[config.mk]
export PLATFORM = sky130hd
export DESIGN_NAME = shift_encoding_seq
export DESIGN_NICKNAME = d
export VERILOG_FILES = /design/src/rtl/shift_encoding_seq.sv
export SDC_FILE = /design/constraint.sdc
export NUM_CORES = 1
export LEC_CHECK = 0
export CORE_MARGIN = 5
export CORE_UTILIZATION = 35
export DETAILED_ROUTE_END_ITERATION = 7
export SLEW_MARGIN = 0
export SYNTH_ARGS = -nofsm -noshare
export SYNTH_HDL_FRONTEND = slang
export SYNTH_SLANG_ARGS = --single-unit
[constraint.sdc]
create_clock -name clk -period 8.4 [get_ports clk]
set_clock_uncertainty 0.05 [all_clocks]
set_input_delay 0.84 -clock clk [delete_from_list [all_inputs] [get_ports clk]]
set_output_delay 0.84 -clock clk [all_outputs]
set_load 0.01 [all_outputs]
[src/rtl/shift_encoding_seq.sv]
// Multi-cycle key-driven byte-scatter encoder: captures an 80-bit record and a 64-bit key,
// derives start/step from the key and scatters one record byte per clock into the output buffer.
module shift_encoding_seq #(
    parameter bit SERIAL_KEY = 1'b1
) (
    input  logic        clk,
    input  logic        rst,
    input  logic        in_valid,
    output logic        in_ready,
    input  logic [0:79] data_in,
    input  logic [0:63] final_key,
    output logic        out_valid,
    input  logic        out_ready,
    output logic [0:79] data_out,
    output logic        overwrite,
    output logic        busy
);

    // state | meaning
    // IDLE  | waiting for a record/key handshake
    // KEY   | summing one key byte per cycle (SERIAL_KEY only)
    // PREP  | derive start and step from the key
    // SCAT  | write record byte k to position tmp % 10
    // DONE  | result presented until consumer accepts
    typedef enum logic [2:0] {IDLE, KEY, PREP, SCAT, DONE} state_t;

    state_t      state_q;
    logic [0:79] rec_q;
    logic [0:63] key_q;
    logic [0:79] buf_q;
    logic [9:0]  mask_q;
    logic [7:0]  sum_q;
    logic [7:0]  tmp_q;
    logic [7:0]  step_q;
    logic [3:0]  cnt_q;
    logic        ovw_q;
    logic        out_valid_q;

    logic [7:0]  sum_all;
    logic [7:0]  sum_d;
    logic [7:0]  raw;
    logic [7:0]  odd;
    logic [7:0]  step_d;
    logic [7:0]  start_d;
    logic [3:0]  idx;
    logic [7:0]  key_byte;
    logic [7:0]  rec_byte;

    always_comb begin
        sum_all = 8'd0;
        for (int m = 0; m < 8; m++) begin
            sum_all = sum_all + key_q[8*m +: 8];
        end
        sum_d    = SERIAL_KEY ? sum_q : sum_all;
        start_d  = sum_d % 8'd10;
        raw      = key_q[0:7];
        odd      = raw | 8'h01;
        // step is forced odd and never a multiple of 5, modulo 8-bit wrap
        step_d   = ((odd % 8'd5) == 8'd0) ? odd + 8'd2 : odd;
        idx      = 4'(tmp_q % 8'd10);
        key_byte = key_q[{cnt_q[2:0], 3'b000} +: 8];
        rec_byte = rec_q[{cnt_q, 3'b000} +: 8];
    end

    always_ff @(posedge clk) begin
        if (rst) begin
            state_q     <= IDLE;
            rec_q       <= '0;
            key_q       <= '0;
            buf_q       <= '0;
            mask_q      <= '0;
            sum_q       <= '0;
            tmp_q       <= '0;
            step_q      <= '0;
            cnt_q       <= '0;
            ovw_q       <= 1'b0;
            out_valid_q <= 1'b0;
        end else begin
            case (state_q)
                IDLE: begin
                    if (in_valid) begin
                        rec_q   <= data_in;
                        key_q   <= final_key;
                        buf_q   <= '0;
                        mask_q  <= '0;
                        sum_q   <= '0;
                        ovw_q   <= 1'b0;
                        cnt_q   <= '0;
                        state_q <= SERIAL_KEY ? KEY : PREP;
                    end
                end
                KEY: begin
                    sum_q <= sum_q + key_byte;
                    cnt_q <= cnt_q + 4'd1;
                    if (cnt_q == 4'd7) begin
                        state_q <= PREP;
                    end
                end
                PREP: begin
                    tmp_q   <= start_d;
                    step_q  <= step_d;
                    cnt_q   <= '0;
                    state_q <= SCAT;
                end
                SCAT: begin
                    buf_q[{idx, 3'b000} +: 8] <= rec_byte;
                    if (mask_q[idx]) begin
                        ovw_q <= 1'b1;
                    end
                    mask_q[idx] <= 1'b1;
                    tmp_q       <= tmp_q + step_q;
                    cnt_q       <= cnt_q + 4'd1;
                    if (cnt_q == 4'd9) begin
                        out_valid_q <= 1'b1;
                        state_q     <= DONE;
                    end
                end
                DONE: begin
                    if (out_ready) begin
                        out_valid_q <= 1'b0;
                        state_q     <= IDLE;
                    end
                end
                default: state_q <= IDLE;
            endcase
        end
    end

    assign in_ready  = (state_q == IDLE);
    assign busy      = (state_q != IDLE);
    assign out_valid = out_valid_q;
    assign data_out  = buf_q;
    assign overwrite = ovw_q;

endmodule

==> impl_metrics.tcl, run 1 <==
set metrics [dict create \
    postCtsSetupBuffers 0 \
    async_flop_share_pct 0 \
    cap_violations 0 \
    drive_gt1_share_pct 8.010 \
    worstSetupEndpointType "flop" \
    yosys.cell_types.count 78 \
    synth_area_leaders "dfxtp_1 (42%), nand2_1 (12%), a21oi_1 (7.2%), mux4_2 (5.8%), mux2i_1 (5.6%)" \
    syn_to_final_growth_pct 27.12 \
    die_area_um2 40490 \
    placedCellCount 2087 \
    yosys.area.top_type "dfxtp_1" \
    io-pin-count 232 \
    fmax_mhz 254.7 \
    worst_slew_pin_slew_ns 1.174 \
    crit_slowest_cell "a2111oi_4" \
    crit_family "compound AO/OA/AOI/OAI gates" \
    netlist_area_um2 12800 \
    antenna_found_initial 1 \
    grt_pass1_wl_um 57660 \
    synth-simple-area-share_pct 20.83 \
    finish.utilization_pct 44.76 \
    critPathMaxStageDelay_ns 0.74 \
    slew_violations 0 \
    rsz0062_at_grt "no" \
    start_util_pct 35.21 \
    synth_fa_ha_area_share_pct 2.464 \
    finalNonFillerCells 2142 \
    die_h_um 201.2 \
    core_um2 36350 \
    ant_nets 0 \
    grt_pass1_vias 10750 \
    synth_compound_area_share_pct 14.73 \
    rows 70 \
    synth_top_area_share_pct 41.76 \
    first_pass_iters 6 \
    timing.rr.start "tmp_q[5]$_SDFFE_PP0P_" \
    clkTransAtPathRegs_ns 0.06 \
    status "completed" \
    synthCells 1504 \
    track_usage_pct 16.99 \
    drt_iter0_markers 671 \
    grt-ovfl-total 0 \
    synth_top_family_by_area "simple AND/OR/NAND/NOR gates" \
    ys_seq_elements 267 \
    wirelength_um 35990 \
    die_x_um 201.2 \
    dp_slack_ns 4.547 \
    htree_levels 1 \
    synth_edf_count 0 \
    fin_crit_ns 3.926 \
    hold_viol_final 0 \
    syn-num-nets 1676 \
    port_buffers 231 \
    cts_tree "built" \
    cp-start-kind "flop" \
    holdWs_ns 0.4006 \
    viasPerCell 5.133 \
    setup_viol 0 \
    cts_num_sinks 267 \
    critPathRequiredTime_ns 8.84 \
    num_vias 11000 \
    ctsHoldBuffers 0 \
    slew_headroom_pct 21.76 \
    synth-seq-area-share_pct 41.76 \
    hp-start "rec_q[24]$_SDFFE_PP0P_" \
    hpwl_um 25170 \
    synth_xor_area_share_pct 2.297 \
    fin_crit_sh_pct 46.74 \
    p_leak_nw 5.900 \
    post_cts_resized 0 \
    root_buffer "clkbuf_16" \
    nets 1823 \
    synthMuxAreaShare_pct 13.55 \
    power_density_nw_per_um2 180.3 \
    routabilityCongestion 0.8303 \
    clockBufferDepth 3 \
    holdCritPathClass "flop to flop" \
    arrival_ns 4.36 \
    ys_warn_count 0 \
    critical_path_class "flop to flop" \
    avgSynthCellArea_um2 8.510 \
    grt_max_degree 113 \
    path_buf_inv 1 \
    irDropWorstVdd_mv 0.1548 \
    fin_ws_ns 4.474 \
    timing.setup.tns_ns 0 \
    crit_path_start "tmp_q[5]$_SDFFE_PP0P_" \
    wl_per_cell_um 16.80 \
    post-route-drc-count 0 \
    ys.flop_type "dfxtp_1" \
    cts_buffers 30 \
    cp_max_fo 20 \
    worstSkewPairLatency_ns 0.57 \
    cp_cell_sequence "nor2b_4 -> xor2_1 -> a221o_1 -> o32a_4 -> inv_1 -> ha_1 -> and2_1 -> o21ai_0 -> a2111oi_4 -> mux2_2 -> nor2_1" \
]
[layout by cell type (no fill, tap or decap), types with 7 or more instances in the layout]
cell and count:
nor3b_1 8, nor4bb_1 7, nand2_1 401, o22ai_1 7, o22a_1 11, clkbuf_1 7, inv_1 17, a31oi_1 7
clkbuf_16 30, or2_2 10, nand2b_1 12, clkbuf_8 7, a211oi_1 9, nand3_1 34, nor3_1 24, dfxtp_1 265
a21oi_1 183, buf_4 8, mux2i_1 72, mux2_2 21, xnor2_1 20, mux4_2 33, ha_1 22, o21ai_0 32
nor2_1 49, xor2_1 11, nor2b_1 9, clkdlybuf4s50_1 230
[registers in the layout (all words and copies together), names as in the netlist, 3 cells and up]
name      flops
sum_d         8
rec_q        80
mask_q       10
cnt_q         4
state_q       3
data_out     80
step_q        8
key_q        64
tmp_q         8
[worst reg2reg max path, stage by stage (launching register included)]
cell and delay (ns):
dfxtp_1 0.69, nor2b_4 0.32, xor2_1 0.09, a221o_1 0.40, o32a_4 0.39, inv_1 0.10
ha_1 0.28, and2_1 0.16, o21ai_0 0.15, a2111oi_4 0.74, mux2_2 0.41, nor2_1 0.09
[through the flow]
stage,power (mW),cell area [µm²]
global route,3.056,16270
detailed placement,1.676,15280
floorplan,1.544,12800
CTS,2.968,16270
global placement,1.672,15280
finish,2.933,16270
[layer usage]
layer	GRT usage, %	routed length, µm
met5	0	0
met4	3.491	663
met3	2.853	1539
met2	29.42	17480
met1	22.51	16300
[path summary, 6_finish.rpt]
check | endpoint | slack (ns) | cells after the start
setup / recovery | data_out[75]$_SDFFE_PP0P_ | 4.47 | 11
setup reg to reg | data_out[75]$_SDFFE_PP0P_ | 4.47 | 11
hold reg to reg | rec_q[24]$_SDFFE_PP0P_ | 0.40 | 2
hold / removal | rec_q[24]$_SDFFE_PP0P_ | 0.40 | 2
[power breakdown]
part	total, mW	switching (mW)	internal [mW]
combinational	0.303	0.158	0.145
clock	1.29	0.535	0.752
sequential	1.34	0.0343	1.31
[layout make-up]
cell class | count | area, µm²
clock buffers | 44 | 873.3
well taps | 468 | 585.6
multi-input cells | 1096 | 6913
flip-flops and latches | 267 | 5348
repair buffers | 239 | 2374
clock inverters | 10 | 110.1
fillers | 3496 | 20080
inverters | 17 | 63.81
diodes | 1 | 2.502
[synthesized netlist by cell type, types with 4 or more instances]
cell      number
a21o_1         5
ha_1          22
dfxtp_1      267
nor3b_1        8
o22a_1        11
nand3_1       34
a31oi_1        7
nor4_1         4
xnor2_1       20
nand2_1      402
and3_1         6
and2_1         7
or3_1          6
mux2i_1       72
o21ai_0       32
nor2b_1        9
clkbuf_1      97
xor2_1        11
o211ai_1       5
inv_1         17
buf_2         16
mux4_2        33
a211oi_1       9
o22ai_1        7
a221oi_1       5
mux2_2        21
o21bai_1       4
or2_2         10
nor3_1        24
nor2_1        50
nor4bb_1       7
nand2b_1      12
buf_1          9
a21oi_1      183
[kinds of logic (layout without fill, tap and decap cells)]
kind of cell               count (synthesis)  in the layout
buffers and inverters                    141            310
muxes                                    129            129
AOI/OAI and AO/OA                        307            307
other                                      0              1
DFF                                      267            267
adders and majority gates                 24             24
and+or+nand+nor                          604            604
xor gates and xnor gates                  32             32
(Power assumes the default switching activity.)
==> run 2: changes to the inputs <==
==> constraint.sdc (replaced) <==
create_clock -name clk -period 3.7 [get_ports clk]
set_clock_uncertainty 0.05 [all_clocks]
set_input_delay 0.37 -clock clk [delete_from_list [all_inputs] [get_ports clk]]
set_output_delay 0.37 -clock clk [all_outputs]
set_load 0.01 [all_outputs]
==> impl_metrics.tcl, run 2 (synthesis gave the netlist of run 1 again) <==
set metrics [dict create \
    p_leak_nw 6.009 \
    r2r-end "data_out[75]$_SDFFE_PP0P_" \
    worstSetupEndpointType "flop" \
    io-pin-count 232 \
    timing.rr.start "tmp_q[5]$_SDFFE_PP0P_" \
    seq_area_um2 5353 \
    start_util_pct 35.21 \
    critPathRequiredTime_ns 4.14 \
    holdWs_ns 0.2084 \
    cp-start-kind "flop" \
    track_usage_pct 17.19 \
    whs_endpoint "data_out[79]$_SDFFE_PP0P_" \
    routabilityCongestion 0.8315 \
    first_pass_iters 5 \
    wirelength_um 36230 \
    core_um2 36350 \
    top_usage_layer "met2" \
    nets 1838 \
    place_area_um2 15420 \
    cp_max_fo 9 \
    grt_util_met3_pct 3.255 \
    die_h_um 201.2 \
    grt-ovfl-total 0 \
    die_area_um2 40490 \
    cts_buffers 31 \
    r2r_slack_ns 0.24 \
    die_x_um 201.2 \
    cts_tree "built" \
    fillers 3543 \
    multi_input_area_um2 6930 \
    post-route-drc-count 0 \
    p_total_mw 6.776 \
    fin_crit_ns 3.459 \
    critical_path_class "flop to flop" \
    grt_pass1_wl_um 58600 \
    slew_violations 0 \
    htree_levels 1 \
    root_buffer "clkbuf_16" \
    layout_common_cells "nand2_1 (401), dfxtp_1 (263), clkdlybuf4s50_1 (230), a21oi_1 (183), mux2i_1 (72)" \
    worst_slew_pin_slew_ns 0.8236 \
    mostFrequentLayoutCell "nand2_1" \
    design_area_um2 16470 \
    drt_iter0_markers 767 \
    cts_num_sinks 267 \
    grt_max_degree 81 \
    hp-start "rst" \
    timing.setup.tns_ns 0 \
    rsz0062_at_grt "no" \
    fmax_mhz 289.1 \
    slew_headroom_pct 45.09 \
    grt_pass1_vias 11040 \
    gr-usage-met2_pct 29.64 \
    setup_viol 0 \
    clockBufferDepth 3 \
    fin_crit_sh_pct 93.48 \
    hold_viol_final 0 \
    antenna_found_initial 3 \
    critPathMaxStageDelay_ns 0.45 \
    ant_nets 0 \
    hpwl_um 25850 \
    viasPerCell 5.111 \
    holdCritPathClass "primary input to flop" \
    power_density_nw_per_um2 411.4 \
    clkTransAtPathRegs_ns 0.06 \
    cp_cell_sequence "nor2b_4 -> xor2_1 -> a221o_1 -> o32a_4 -> inv_1 -> ha_1 -> and2_1 -> o21ai_0 -> a2111oi_4 -> buf_4 -> mux2_2 -> nor2_1" \
    postCtsSetupBuffers 0 \
    arrival_ns 3.90 \
    grtUsageMet1_pct 22.59 \
    cap_violations 0 \
    syn_to_final_growth_pct 28.68 \
    port_buffers 231 \
    worstSkewPairLatency_ns 0.57 \
    num_vias 11040 \
    rows 70 \
    irDropWorstVdd_mv 0.3202 \
    wl_per_cell_um 16.78 \
    status "completed" \
    drive_gt1_share_pct 9.225 \
    holdPathStages 2 \
    crit_slowest_cell "dfxtp_1" \
    r2r_cells 12 \
]
## run 2: cell types whose count changed in the layout (fill, tap and decap cells not counted), sizes merged
cell,change
buf,+14
inv,+2
bufinv,+1
clkbuf,+1
clkinv,-1
clkinvlp,+1
## run 2: per-layer routing
layer | wire length (µm) | part of all wire [%]
met1 | 16310 | 45
met2 | 17530 | 48
met3 | 1624 | 4.5
met4 | 737 | 2.0
met5 | 24 | 0.066
## run 2: worst max-delay path: cells and delay by family (launching register included)
family / cells / cell delay (ns)
AO/OA/AOI/OAI: 4 / 1.37
XOR/XNOR: 1 / 0.09
adder cells (fa/ha/maj): 1 / 0.28
buffers and inverters: 2 / 0.34
flip-flops: 1 / 0.45
multiplexers: 1 / 0.34
AND/OR/NAND/NOR: 3 / 0.48
## run 2: power by group
part | total (mW) | internal [mW] | switching, mW
logic | 0.688 | 0.338 | 0.351
clock network | 3.03 | 1.81 | 1.22
registers | 3.05 | 2.97 | 0.0820
## run 2: stage by stage
step	std cells	util, %	setup WS [ns]
6_report	2160	45.31	0.2414
5_1_grt	2160	45.31	0.03837
4_1_cts	2159	45.26	0.07664
3_5_place_dp	2101	42.43	0.09721
3_3_place_gp	2101	42.43	0.1963
2_1_floorplan	1504	-	0.03622
## run 2: layout make-up
class | count | share of cell area [%]
Inverter | 17 | 0.3875
Clock inverter | 13 | 0.8661
Clock buffer | 45 | 5.394
Timing Repair Buffer | 253 | 15.20
Sequential cell | 267 | 32.50
Tap cell | 468 | 3.555
Multi-Input combinational cell | 1096 | 42.08
Antenna cell | 1 | 0.01519
## run 2: worst max-delay path by stage
stage | slack, ns | startpoint | endpoint | depth (start not counted)
global route | 0.04 | tmp_q[5]$_SDFFE_PP0P_ | data_out[78]$_SDFFE_PP0P_ | 12
global placement | 0.20 | tmp_q[6]$_SDFFE_PP0P_ | data_out[42]$_SDFFE_PP0P_ | 10
CTS | 0.08 | tmp_q[6]$_SDFFE_PP0P_ | data_out[44]$_SDFFE_PP0P_ | 10
finish | 0.24 | tmp_q[5]$_SDFFE_PP0P_ | data_out[75]$_SDFFE_PP0P_ | 12
detailed placement | 0.1 | tmp_q[6]$_SDFFE_PP0P_ | data_out[44]$_SDFFE_PP0P_ | 10
floorplan | 0.04 | cnt_q[1]$_SDFFE_PP0P_ | sum_d[7]$_SDFFE_PP0P_ | 14
## run 2: what timing repair did
action,4_1_cts,5_1_grt
hold buffers,0,0
setup endpoints to repair,0,42
gates resized for setup,0,5
